**src/rtl/alu_share_if.sv**
```systemverilog
// Requester-side bundle of the shared-ALU arbiter: request issue and response return.
// Operands, op codes and handshakes are packed per requester index.
interface alu_share_if #(
  parameter int unsigned WIDTH = 32,
  parameter int unsigned N_REQ = 2
);
  logic [N_REQ-1:0]       req_valid;
  logic [N_REQ-1:0]       req_ready;
  logic [N_REQ*WIDTH-1:0] req_a;
  logic [N_REQ*WIDTH-1:0] req_b;
  logic [N_REQ*3-1:0]     req_op;
  logic [N_REQ-1:0]       rsp_valid;
  logic [N_REQ-1:0]       rsp_ready;
  logic [WIDTH-1:0]       rsp_result;
  logic                   rsp_zero;
  logic                   rsp_err;

  modport master (
    output req_valid, req_a, req_b, req_op, rsp_ready,
    input  req_ready, rsp_valid, rsp_result, rsp_zero, rsp_err
  );

  modport slave (
    input  req_valid, req_a, req_b, req_op, rsp_ready,
    output req_ready, rsp_valid, rsp_result, rsp_zero, rsp_err
  );
endinterface

```
**src/rtl/alu_share_arbiter.sv**
```systemverilog
// Round-robin arbiter sharing one combinational ALU among N_REQ requesters.
// Each op runs IDLE (grant) -> ISSUE (ALU evaluates) -> RESP (result held until accepted).
module alu_share_arbiter #(
  parameter int unsigned WIDTH = 32,
  parameter int unsigned N_REQ = 2
) (
  input  logic             clk,
  input  logic             reset,
  alu_share_if.slave       bus,
  output logic [WIDTH-1:0] alu_a,
  output logic [WIDTH-1:0] alu_b,
  output logic [2:0]       alu_ctrl,
  input  logic [WIDTH-1:0] alu_result,
  input  logic             alu_zero
);

  localparam int unsigned PTR_W = (N_REQ > 1) ? $clog2(N_REQ) : 1;

  localparam logic [1:0] IDLE  = 2'd0;
  localparam logic [1:0] ISSUE = 2'd1;
  localparam logic [1:0] RESP  = 2'd2;

  logic [1:0]       state;
  logic [1:0]       state_nx;
  logic [PTR_W-1:0] rr_ptr;
  logic [PTR_W-1:0] owner;
  logic [PTR_W-1:0] scan_idx;
  logic [PTR_W-1:0] grant_idx;
  logic             grant_found;
  logic             op_legal;

  // First pending requester at or after rr_ptr, wrapping modulo N_REQ.
  always_comb begin
    grant_found = 1'b0;
    grant_idx   = '0;
    scan_idx    = '0;
    for (int unsigned k = 0; k < N_REQ; k++) begin
      scan_idx = PTR_W'((32'(rr_ptr) + k) % N_REQ);
      if (!grant_found && bus.req_valid[scan_idx]) begin
        grant_found = 1'b1;
        grant_idx   = scan_idx;
      end
    end
  end

  always_comb begin
    op_legal = 1'b0;
    case (alu_ctrl)
      3'b000, 3'b001, 3'b010, 3'b011, 3'b101: op_legal = 1'b1;
      default:                                op_legal = 1'b0;
    endcase
  end

  always_ff @(posedge clk) begin
    if (reset) state <= IDLE;
    else       state <= state_nx;
  end

  // Next state plus the combinational grant strobe (only ever high in IDLE).
  always_comb begin
    state_nx      = state;
    bus.req_ready = '0;
    case (state)
      IDLE: begin
        if (grant_found) begin
          bus.req_ready = N_REQ'(1) << grant_idx;
          state_nx      = ISSUE;
        end
      end
      ISSUE: state_nx = RESP;
      RESP: begin
        if (bus.rsp_ready[owner]) state_nx = IDLE;
      end
      default: state_nx = IDLE;
    endcase
  end

  // Operand latch on grant, result capture at end of ISSUE, release on handshake.
  always_ff @(posedge clk) begin
    if (reset) begin
      rr_ptr         <= '0;
      owner          <= '0;
      alu_a          <= '0;
      alu_b          <= '0;
      alu_ctrl       <= '0;
      bus.rsp_valid  <= '0;
      bus.rsp_result <= '0;
      bus.rsp_zero   <= 1'b0;
      bus.rsp_err    <= 1'b0;
    end else begin
      case (state)
        IDLE: begin
          if (grant_found) begin
            alu_a    <= bus.req_a[32'(grant_idx)*WIDTH +: WIDTH];
            alu_b    <= bus.req_b[32'(grant_idx)*WIDTH +: WIDTH];
            alu_ctrl <= bus.req_op[32'(grant_idx)*3 +: 3];
            owner    <= grant_idx;
            rr_ptr   <= (grant_idx == PTR_W'(N_REQ - 1)) ? '0 : grant_idx + PTR_W'(1);
          end
        end
        ISSUE: begin
          bus.rsp_result <= alu_result;
          bus.rsp_zero   <= alu_zero;
          bus.rsp_err    <= !op_legal;
          bus.rsp_valid  <= N_REQ'(1) << owner;
        end
        RESP: begin
          if (bus.rsp_ready[owner]) bus.rsp_valid <= '0;
        end
        default: ;
      endcase
    end
  end

endmodule

```
**src/flat_wrapper.sv**
```systemverilog
// flat-port wrapper written by rule: the top's interface ports become plain ports
module alu_share_arbiter_flat 
#(
  parameter int unsigned WIDTH = 32,
  parameter int unsigned N_REQ = 2
)
  (clk, reset, alu_a, alu_b, alu_ctrl, alu_result, alu_zero, bus_req_valid, bus_req_a, bus_req_b, bus_req_op, bus_rsp_ready, bus_req_ready, bus_rsp_valid, bus_rsp_result, bus_rsp_zero, bus_rsp_err);
  alu_share_if #(.WIDTH(WIDTH), .N_REQ(N_REQ)) bus_i ();
  input  logic clk;
  input  logic reset;
  output logic [WIDTH-1:0] alu_a;
  output logic [WIDTH-1:0] alu_b;
  output logic [2:0] alu_ctrl;
  input  logic [WIDTH-1:0] alu_result;
  input  logic alu_zero;
  input wire logic [$bits(bus_i.req_valid)-1:0] bus_req_valid;
  input wire logic [$bits(bus_i.req_a)-1:0] bus_req_a;
  input wire logic [$bits(bus_i.req_b)-1:0] bus_req_b;
  input wire logic [$bits(bus_i.req_op)-1:0] bus_req_op;
  input wire logic [$bits(bus_i.rsp_ready)-1:0] bus_rsp_ready;
  output wire logic [$bits(bus_i.req_ready)-1:0] bus_req_ready;
  output wire logic [$bits(bus_i.rsp_valid)-1:0] bus_rsp_valid;
  output wire logic [$bits(bus_i.rsp_result)-1:0] bus_rsp_result;
  output wire logic [$bits(bus_i.rsp_zero)-1:0] bus_rsp_zero;
  output wire logic [$bits(bus_i.rsp_err)-1:0] bus_rsp_err;
  assign bus_i.req_valid = bus_req_valid;
  assign bus_i.req_a = bus_req_a;
  assign bus_i.req_b = bus_req_b;
  assign bus_i.req_op = bus_req_op;
  assign bus_i.rsp_ready = bus_rsp_ready;
  assign bus_req_ready = bus_i.req_ready;
  assign bus_rsp_valid = bus_i.rsp_valid;
  assign bus_rsp_result = bus_i.rsp_result;
  assign bus_rsp_zero = bus_i.rsp_zero;
  assign bus_rsp_err = bus_i.rsp_err;
  alu_share_arbiter #(.WIDTH(WIDTH), .N_REQ(N_REQ)) u_core (.clk(clk), .reset(reset), .bus(bus_i), .alu_a(alu_a), .alu_b(alu_b), .alu_ctrl(alu_ctrl), .alu_result(alu_result), .alu_zero(alu_zero));
endmodule
```
**config.mk**
```make
export PLATFORM = sky130hd
export DESIGN_NAME = alu_share_arbiter_flat
export DESIGN_NICKNAME = d
export VERILOG_FILES = /design/src/rtl/alu_share_if.sv /design/src/rtl/alu_share_arbiter.sv /design/src/flat_wrapper.sv
export SDC_FILE = /design/constraint.sdc
export NUM_CORES = 1
export LEC_CHECK = 0
export CAP_MARGIN = 40
export CORE_ASPECT_RATIO = 1.75
export CORE_MARGIN = 3
export CORE_UTILIZATION = 39
export CTS_CLUSTER_SIZE = 24
export DETAILED_ROUTE_END_ITERATION = 7
export PLACE_DENSITY = 0.82
export SYNTH_ARGS = -nofsm -noshare
export SYNTH_HDL_FRONTEND = slang
export SYNTH_SLANG_ARGS = --single-unit
```
**constraint.sdc**
```tcl
create_clock -name clk -period 2 [get_ports clk]
set_clock_uncertainty 0.05 [all_clocks]
set_input_delay 0.2 -clock clk [delete_from_list [all_inputs] [get_ports clk]]
set_output_delay 0.2 -clock clk [all_outputs]
set_load 0.05 [all_outputs]
```
; ---- Word-level counts from Yosys, hierarchy flattened
; Index checks and enable logic that the tools add are counted.
[word_totals]
latchBits = 0
romBits = 0
mem_count = 0
ram_bits = 0
ff_bits = 107
in_bits = 173
word_cells = 57
[op_classes]
reduce_logical = 10
order_cmp = 3
bitwise = 0
div_mod_pow = 0
mux = 18
mul = 1
n_shift = 5
add_sub_neg = 2
n_eq_ne = 8
[op_table]
columns = cell, n
row1 = $shiftx A64 B7 Y32, 2
row2 = $mux W1, 12
row3 = $mux W2, 4
row4 = $eq A3 B2 Y1 const B, 2
row5 = $lt A1 B2 Y1 const B, 3
row6 = $pmux W2 S3, 1
row7 = $reduce_and A2 Y1, 3
row8 = $shiftx A6 B4 Y3, 1
row9 = $reduce_or A5 Y1, 1
row10 = $ne A2 B1 Y1 const B, 2
row11 = $pmux W2 S2, 1
row12 = $shl A1 B1 Y2 const A, 2
row13 = $eq A3 B1 Y1 const B, 1
row14 = $eq A3 B3 Y1 const B, 1
row15 = $logic_not A3 Y1, 1
row16 = $mul A1 B2 Y3 const B, 1
row17 = $add A1 B1 Y1 const B, 2
row18 = $eq A2 B1 Y1 const B, 1
row19 = $eq A2 B2 Y1 const B, 1
row20 = $logic_not A1 Y1, 2
row21 = $logic_not A2 Y1, 1
row22 = $reduce_bool A2 Y1, 1
row23 = $logic_and A1 B1 Y1, 1

; ---- Depth between registers and ports, before layout
; Gate-level depths: netlist of run 1.
[logic_depth]
word_depth = 9
ltp_mapped = 7

; ---- Worst setup path after synthesis of run 1
; No wires, ideal clock.
[synth_timing]
path_type = register to output
startpoint = register u_core.state[0]
endpoint = output port bus_req_ready[0]
arrival_ps = 1380
n_path_buf = 3
required_time_ps = 1750
stages_incl_launch_ff = 6
path_slack_ps = 370
path_cell_list = dfxtp_1 -> buf_2 -> nor2_4 -> buf_4 -> buf_2 -> and3_1
[synth_between]
elab_chain_cells = 2
[synth_lines]
columns = item, line_no
row1 = from (decl), alu_share_arbiter.sv:23  ; logic [1:0] state;
row2 = from (signal assigned), alu_share_arbiter.sv:56  ; else state <= state_nx;
row3 = $logic_not A2 Y1, alu_share_arbiter.sv:63  ; case (state)
row4 = $mux W2, alu_share_arbiter.sv:63
row5 = to (decl), flat_wrapper.sv:21  ; output wire logic [$bits(bus_i.req_ready)-1:0] bus_req_ready;
; No other way between the ends.

; ---- Worst setup path after layout of run 1
[layout_timing]
startpoint = register u_core.alu_ctrl[2]
endpoint = output port alu_ctrl[2]
[layout_lines]
columns = item, line_no
row1 = from (decl), alu_share_arbiter.sv:12  ; output logic [2:0] alu_ctrl,
row2 = from (signal assigned), alu_share_arbiter.sv:96  ; alu_ctrl <= bus.req_op[32'(grant_idx)*3 +: 3];
row3 = to (decl), flat_wrapper.sv:13  ; output logic [2:0] alu_ctrl;
; No word-level cell between the ends.

==> impl_results.md, run 1 <==
* Final Hold Vio Count at 0
* Post-synth cell types at 29
* Final Wtd Congestion at 0.855
* Hold Path Class: primary input to register
* Worst-margin pin slew at 0.572 ns
* Fin Setup TNS at 0 ns
* Power Total at 6520 uW
* Crit-path max cell delay at 0.85 ns
* CTS Hold Bufs at 0
* Die height at 154 microns
* Seq/Total Area, Yosys at 44.1%
* Number of global-route vias before repair at 5651
* Family with the most delay on the worst path: buffers and inverters
* Avg WL per Cell at 19.4 microns
* Most common cell after layout, fill and taps aside: clkdlybuf4s50_1
* Antenna-violating nets left at 0
* Max frequency at 0.545 GHz
* Worst Path Buf+Inv at 1
* DRC at 0
* Final Cell Area at 0.00794 sq mm
* Final min period at 1.84 ns
* Root buffer cell: clkbuf_16
* First-pass GRT wire length at 29300 microns
* Syn Nets at 758
* Core area at 0.0121 sq mm
* Max_slew headroom at 61.7%
* RSZ-0062 raised after global routing: no
* All-Layer GR Usage at 26.1%
* I/O Buffers at 277
* Largest net degree at the start of global routing at 63
* Die Area at 0.0139 sq mm
* Syn avg cell area at 8.31 sq um
* Fill count at 1031
* Die W at 90.4 microns
* Htree depth at 3
* Peak supply drop at 433 uV
* Max-slew violations at 0
* Layout cells sized above 1 at 7.93%
* Final wirelength at 19100 microns
* CTS Buf Count at 9
* Num rows at 53
* GRT overflow at 0
* Mapped cell area at 0.00486 sq mm
* DP Area at 0.00764 sq mm
* Ys Warns at 0
* CTS tree: done
* Cell Chain, Critical Path: clkdlybuf4s50_1
* Synth-to-Final Area Change at 63.3%
* Crit end category: output pin
* Pwr Density at 821 mW/mm^2
* Initial DRC count at 364
* Slowest-stage cell, CP: clkdlybuf4s50_1
* Clk buf depth at 2
* Crit Path Class: register to output pin
* Final setup viols at 0
* Drt first pass iters at 5
* Most frequent cells in the layout: clkdlybuf4s50_1 (272), dfxtp_1 (107), nand4_1 (96), nand2_1 (67), o21ai_1 (57)
* Initial antenna violation count at 1
* Nets at 988
* Leak pwr at 0.00268 uW
* Startpoint types: register
* Worst path arrival time at 1.59 ns
* Clock Latency Late Sink at 0.34 ns
* # clock sinks at 107
* Period utilization at 91.8%
* Routed vias at 5715
* Reg clk slew, reported paths at 0.07 ns
* Util after Layout at 65.8%
* Gate Count Post-Synth at 585
* Required @ worst endpoint at 1.75 ns
* Flops & latches, synth at 107
* CP max FO at 3
* # IOs at 278
* Max_cap viols at 0
* Outcome: finished, final reports clean
* DP HPWL at 14000 microns
* CTS resizes at 0
* Starting density of the core at 40.3%
* Via/cell ratio at 5.80
* Post-CTS setup buffer count at 0
## cell usage after synthesis (all sizes together)
master	n	area, sq um
a311oi	19	279
or2	2	12.5
a221oi	1	8.76
clkbuf	33	124
nand2b	3	18.8
a2111oi	1	15.0
nand3	21	105
dfxtp	107	2140
a21oi	55	275
buf	45	263
o211a	1	10.0
inv	3	11.3
a31oi	48	300
mux2i	1	10.0
nand2	68	255
nor2	5	41.3
nor3	1	5.00
and3	1	6.26
nand4	96	601
nand3b	1	7.51
nor2b	1	6.26
and2b	1	7.51
o21ai	71	355
## area by class of cell
type | count | area [sq um] | share of cell area [%]
clock buffers | 11 | 233 | 2.93
clock inverters | 5 | 60.1 | 0.757
repair buffers | 297 | 2960 | 37.2
well taps | 165 | 206 | 2.60
flip-flops and latches | 107 | 2140 | 27.0
diodes | 1 | 2.50 | 0.0315
multi-input cells | 397 | 2330 | 29.3
inverters | 3 | 11.3 | 0.142
## report_power, final
part           total (uW)  internal, uW  switching (uW)  leakage, uW
registers            2460          2330             127     0.000880
logic                2300           886            1420      0.00166
clock network        1750           979             776     0.000141
## path summary, 6_finish.rpt
check                        endpoint  slack, ns                     start  depth (start not counted)
max reg2reg           u_core.alu_a[0]       0.33           u_core.state[1]                          4
min reg2reg  u_core.bus.rsp_result[8]       0.40  u_core.bus.rsp_result[8]                          2
max                       alu_ctrl[2]       0.16        u_core.alu_ctrl[2]                          1
min                  u_core.alu_a[14]       0.25          bus_req_valid[1]                          3
## metrics by stage
step	cells	hold slack (ns)	setup slack [ns]
6_report	986	0.253	0.165
5_1_grt	986	0.260	0.120
4_1_cts	985	0.247	0.149
3_5_place_dp	969	0.397	0.357
3_3_place_gp	969	0.392	0.464
2_1_floorplan	585	0.286	0.370
## metal layers
layer / track usage, % / wire [microns]
met1: 28.2 / 6690
met4: 15.7 / 1110
met2: 46.8 / 10000
met5: 0 / 0
met3: 4.85 / 1250
## cells by family after synthesis
group           share of synthesized area (%)
buf+inv                                  8.19
compound gates                           25.6
mux                                     0.206
flops                                    44.1
simple gates                             21.9
## state kept, by name, indices dropped and copies added, names as in the netlist
| signal | cells |
|---|---|
| u_core.bus.rsp_zero | 1 |
| u_core.bus.rsp_result | 32 |
| u_core.bus.rsp_valid | 2 |
| u_core.alu_a | 32 |
| u_core.rr_ptr | 1 |
| u_core.alu_ctrl | 3 |
| u_core.state | 2 |
| u_core.bus.rsp_err | 1 |
| u_core.owner | 1 |
| u_core.alu_b | 32 |
Power figures use the tool's default switching activity.
==> run 2: changes to the inputs <==
--- a/config.mk
+++ b/config.mk
@@ -6,7 +6,7 @@
 export NUM_CORES = 1
 export LEC_CHECK = 0
 export CAP_MARGIN = 40
-export CORE_ASPECT_RATIO = 1.75
+export CORE_ASPECT_RATIO = 0.7
 export CORE_MARGIN = 3
 export CORE_UTILIZATION = 39
 export CTS_CLUSTER_SIZE = 24
==> constraint.sdc (replaced) <==
create_clock -name clk -period 1.99 [get_ports clk]
set_clock_uncertainty 0.05 [all_clocks]
set_input_delay 0.199 -clock clk [delete_from_list [all_inputs] [get_ports clk]]
set_output_delay 0.199 -clock clk [all_outputs]
set_load 0.05 [all_outputs]
==> run 2 against run 1 <==
Net effect: highest routed layer unchanged; flip-flop and latch count did not move; sequential share of layout area fell by 0.068 points; first-iteration DRC count rose by 18%; cell area rose by 0.25%; worst setup slack improved by 0.019 ns; sequential power barely moved; via count rose by 0.49%; non-clock buffer count rose by 2.
==> impl_results.md, run 2 (synthesis results as in run 1) <==
* All-Layer GR Usage at 25.5% (-0.57 points)
* GRT overflow at 0 (unchanged)
* Avg WL per Cell at 19.3 microns (-0.46%)
* Initial antenna violation count at 0 (-1)
* Most frequent cells in the layout: clkdlybuf4s50_1 (272), dfxtp_1 (107), nand4_1 (96), nand2_1 (67), o21ai_1 (57)
* Clock Latency Late Sink at 0.34 ns (about the same)
* Internal at 4140 uW (-1.4%)
* CTS Hold Bufs at 0 (unchanged)
* Num rows at 33 (-38%)
* CP max FO at 3 (unchanged)
* Startpoint types: register
* Reg power frac at 37.5% (-0.2 points)
* Diode count at 0 (-1)
* Most common cell after layout, fill and taps aside: clkdlybuf4s50_1
* Logic pwr share at 35.4% (about the same)
* Worst-margin pin slew at 0.706 ns (+0.133 ns)
* RSZ-0062 raised after global routing: no
* Die W at 139 microns (+54%)
* Routed vias at 5743 (+0.49%)
* Crit-path max cell delay at 0.84 ns (about the same)
* Nets at 990 (+0.20%)
* Post-CTS setup buffer count at 0 (unchanged)
* Final min period at 1.81 ns
* Fin Setup TNS at 0 ns (unchanged)
* Antenna-violating nets left at 0 (unchanged)
* Sw frac at 37.1% (+1.5 points)
* Htree depth at 3 (unchanged)
* Clock share of power at 27.1% (+0.2 points)
* Fin Hold WS at 0.172 ns (-0.0803 ns)
* Final Cell Area at 0.00796 sq mm (+0.25%)
* # IOs at 278 (unchanged)
* Cell Chain, Critical Path: clkdlybuf4s50_1
* Root buffer cell: clkbuf_16
* Initial DRC count at 430 (+18%)
* Family with the most delay on the worst path: buffers and inverters
* CTS resizes at 0 (unchanged)
* Worst path arrival time at 1.56 ns (-0.03 ns)
* Slowest-stage cell, CP: clkdlybuf4s50_1
* Peak supply drop at 461 uV (+6.4%)
* Max_cap viols at 0 (unchanged)
* NetSw at 2440 uW (+5.3%)
* Max-slew violations at 0 (unchanged)
* Reg clk slew, reported paths at 0.08 ns (about the same)
* Largest net degree at the start of global routing at 74 (+17%)
* DP HPWL at 13700 microns (-1.8%)
* Hold Path Class: primary input to register
* Core area at 0.0119 sq mm (-1.1%)
* Max_slew headroom at 53.0% (-8.8 points)
* Final setup viols at 0 (unchanged)
* Synth-to-Final Area Change at 63.7%
* Final Hold Vio Count at 0 (unchanged)
* Power Total at 6580 uW (+0.98%)
* Top Registers: u_core.alu_a (32), u_core.alu_b (32), u_core.bus.rsp_result (32)
* Pwr Density at 827 mW/mm^2 (+0.73%)
* Required @ worst endpoint at 1.74 ns (about the same)
* Period utilization at 90.8%
* Starting density of the core at 40.7% (+0.46 points)
* Max frequency at 0.554 GHz
* Crit Path Class: register to output pin
* Drt first pass iters at 5 (unchanged)
* Layout cells sized above 1 at 8.39% (+0.47 points)
* Outcome: finished, final reports clean
* Worst Path Buf+Inv at 1 (unchanged)
* Die height at 99.4 microns (-35%)
* Finished Layout Cells at 979 (-0.71%)
* First-pass GRT wire length at 29000 microns (-1.2%)
* DRC at 0 (unchanged)
* DP Area at 0.00765 sq mm (about the same)
* Clk buf depth at 2 (unchanged)
* Fill count at 964 (-6.5%)
* # clock sinks at 107 (unchanged)
* Final Wtd Congestion at 0.849 (-0.75%)
* CTS Buf Count at 9 (unchanged)
* Die Area at 0.0139 sq mm (-0.22%)
* Leak pwr at 0.00270 uW (+0.63%)
* Crit end category: output pin
* DP Cell Count at 963 (-0.62%)
* Via/cell ratio at 5.87 (+1.2%)
* Final wirelength at 18900 microns (-1.2%)
* I/O Buffers at 277 (unchanged)
* CTS tree: done
* Number of global-route vias before repair at 5606 (-0.80%)
run 2: power by group through the flow:
stage	Sequential [uW]	Clock, uW	Combinational (uW)
finish	2470	1780	2330
global route	2490	1910	2440
CTS	2460	1820	2330
detailed placement	2510	0	2320
global placement	2500	0	2270
floorplan	3150	0	751
run 2: cell type report:
type,instances,area [sq um],share of cell area [%]
Clock buffer,9,225,2.83
Clock inverter,7,80.1,1.01
Inverter,3,11.3,0.142
Multi-Input combinational cell,397,2330,29.3
Sequential cell,107,2140,26.9
Tap cell,157,196,2.47
Timing Repair Buffer,299,2970,37.3
run 2: worst paths after layout:
kind                                          from                  to  slack (ns)  cells after the start
worst min register to register  u_core.bus.rsp_err  u_core.bus.rsp_err        0.40                      2
worst min-delay path              bus_req_valid[1]    u_core.alu_b[12]        0.17                      3
worst max register to register     u_core.state[1]    u_core.alu_a[23]        0.32                      4
worst max-delay path            u_core.alu_ctrl[0]         alu_ctrl[0]        0.18                      1
run 2: per-stage QoR:
step	util (%)	worst slack, ns
2_1_floorplan	-	0.361
3_3_place_gp	64.1	0.420
3_5_place_dp	64.1	0.307
4_1_cts	66.6	0.0747
5_1_grt	66.7	0.111
6_report	66.7	0.184
run 2: layer usage:
| layer | track usage, % | part of all wire (%) |
|---|---|---|
| met5 | 0 | 0 |
| met1 | 30.5 | 39 |
| met3 | 7.93 | 9.5 |
| met4 | 7.89 | 2.9 |
| met2 | 44.3 | 49 |
==> run 3: changes to the inputs <==
--- a/config.mk
+++ b/config.mk
@@ -11,6 +11,7 @@
 export CORE_UTILIZATION = 39
 export CTS_CLUSTER_SIZE = 24
 export DETAILED_ROUTE_END_ITERATION = 7
+export GPL_TIMING_DRIVEN = 0
 export PLACE_DENSITY = 0.82
 export SYNTH_ARGS = -nofsm -noshare
 export SYNTH_HDL_FRONTEND = slang
==> run 3 against run 2 <==
Net effect: hold slack improved by 0.13 ns; flip-flop and latch count unchanged; final cell count increased by 5.4%; sequential power about the same; clock power is 2% higher; register-to-register slack worse by 0.12 ns.
==> impl_results.md, run 3 (synthesis results as in run 1) <==
* Final min period at 1.91 ns (+0.103 ns)
* Fin Hold WS at 0.306 ns (+0.134 ns)
* Pwr Density at 827 mW/mm^2 (about the same)
* Starting density of the core at 40.7% (unchanged)
* Top Registers: u_core.alu_a (32), u_core.alu_b (32), u_core.bus.rsp_result (32)
* Avg WL per Cell at 20.3 microns (+5.2%)
* Period utilization at 96.0% (+5.2 points)
* Hold Path Class: primary input to register
* Most common cell after layout, fill and taps aside: clkdlybuf4s50_1
* I/O Buffers at 274 (-1.1%)
* Clock Latency Late Sink at 0.34 ns (about the same)
* # IOs at 278 (unchanged)
* CTS Buf Count at 9 (unchanged)
* Core area at 0.0119 sq mm (unchanged)
* CP max FO at 10 (+7)
* DP HPWL at 15900 microns (+16%)
* Util after Layout at 68.1% (+1.4 points)
* Htree depth at 3 (unchanged)
* Max_cap viols at 0 (unchanged)
* Cell Chain, Critical Path: buf_2 -> nor2_4 -> buf_6 -> nand3_1 -> inv_1 -> buf_4
* All-Layer GR Usage at 28.9% (+3.4 points)
* Finished Layout Cells at 1032 (+5.4%)
* RSZ-0062 raised after global routing: yes
* Drt first pass iters at 5 (unchanged)
* Required @ worst endpoint at 1.74 ns (about the same)
* Worst path arrival time at 1.66 ns (+0.10 ns)
* Final wirelength at 20900 microns (+11%)
* Num rows at 33 (unchanged)
* Max frequency at 0.524 GHz (-5.4%)
* Diode count at 0 (unchanged)
* GRT overflow at 0 (unchanged)
* Critical Path Start: u_core.state[0]
* Initial DRC count at 429 (-0.23%)
* Worst-margin pin slew at 0.760 ns (+0.0549 ns)
* Min-Delay Startpoint: reset
* Largest net degree at the start of global routing at 22 (-70%)
* Routed vias at 5971 (+4.0%)
* Number of global-route vias before repair at 5994 (+6.9%)
* Max_slew headroom at 49.3% (-3.7 points)
* DRC at 0 (unchanged)
* Die height at 99.4 microns (unchanged)
* Crit Path Class: register to output pin
* Via/cell ratio at 5.79 (-1.4%)
* Family with the most delay on the worst path: buffers and inverters
* CTS tree: done
* Die W at 139 microns (unchanged)
* Reg2reg start: u_core.state[0]
* Synth-to-Final Area Change at 67.1%
* Most frequent cells in the layout: clkdlybuf4s50_1 (272), dfxtp_1 (107), nand4_1 (96), nand2_1 (67), o21ai_1 (57)
* Final Hold Vio Count at 0 (unchanged)
* Worst Path Buf+Inv at 4 (+3)
* Layout cells sized above 1 at 9.37% (+0.98 points)
* Die Area at 0.0139 sq mm (unchanged)
* Final setup viols at 0 (unchanged)
* Reg clk slew, reported paths at 0.08 ns (about the same)
* Peak supply drop at 537 uV (+17%)
* # clock sinks at 107 (unchanged)
* Crit-path max cell delay at 0.30 ns (-0.54 ns)
* DP Cell Count at 1016 (+5.5%)
* Startpoint types: register
* Leak pwr at 0.00278 uW (+3.1%)
* Crit end category: output pin
* Fill count at 983 (+2.0%)
* Max-slew violations at 0 (unchanged)
* Outcome: finished, final reports clean
* Root buffer cell: clkbuf_16
* Clk buf depth at 2 (unchanged)
* Nets at 1043 (+5.4%)
* Slowest-stage cell, CP: dfxtp_1
* Antenna-violating nets left at 0 (unchanged)
* Initial antenna violation count at 0 (unchanged)
* Fin Setup TNS at 0 ns (unchanged)
* First-pass GRT wire length at 32500 microns (+12%)
* Final Wtd Congestion at 0.909 (+7.0%)
==> run 3: cell count changes in the layout (fill, tap and decap cells not counted), moves of 2 or more <==
cell,previous run,this run
buf_2,2,21
clkbuf_4,0,2
buf_12,4,0
buf_1,0,4
clkbuf_1,0,33
buf_6,0,4
buf_4,21,16
==> run 3: layer usage <==
layer | GRT usage [%] | share of wire [%] | vias up
li1 | - | - | 2785
met1 | 38.0 | 41 | 2790
met2 | 46.6 | 46 | 359
met3 | 7.93 | 10 | 37
met4 | 9.32 | 2.7 | 0
met5 | 0 | 0 | -
==> run 3: cell type report <==
cell class | count | area, sq um | share of cell area [%]
Timing Repair Buffer | 276 | 2750 | 33.9
Multi-Input combinational cell | 397 | 2320 | 28.6
Sequential cell | 107 | 2140 | 26.4
Buffer | 76 | 394 | 4.85
Clock buffer | 9 | 225 | 2.77
Tap cell | 157 | 196 | 2.42
Clock inverter | 7 | 76.3 | 0.940
Inverter | 3 | 11.3 | 0.139
==> run 3: final timing paths <==
| path | end | slack, ns | depth (start not counted) |
|---|---|---|---|
| setup / recovery | bus_req_ready[1] | 0.08 | 6 |
| hold / removal | u_core.rr_ptr | 0.31 | 3 |
| hold reg to reg | u_core.bus.rsp_result[31] | 0.41 | 2 |
| setup reg to reg | u_core.alu_a[15] | 0.20 | 6 |
==> run 3: metrics by stage <==
stage | setup WS (ns) | instance area [sq um] | power, uW
floorplan | 0.361 | 4860 | 3900
detailed placement | -0.397 | 7800 | 4900
global placement | -0.396 | 7800 | 4860
finish | 0.0804 | 8120 | 6710
CTS | 0.0399 | 8110 | 6700
global route | -0.00209 | 8120 | 6950
==> run 3: timing repair <==
item,4_1_cts,5_1_grt
setup buffers,2,0
hold buffers,0,0
pin swaps,1,0
setup endpoints to repair,2,2
resized for setup,14,5
==> run 3: where the power goes <==
group	internal, uW	total, uW	switching, uW
combinational	936	2430	1500
sequential	2340	2460	122
clock	891	1820	926
total	4170	6710	2540
==> run 3: worst min-delay path, cell delays in order <==
cell	delay, ns
clkbuf_1	0.20
inv_1	0.14
o211a_1	0.14
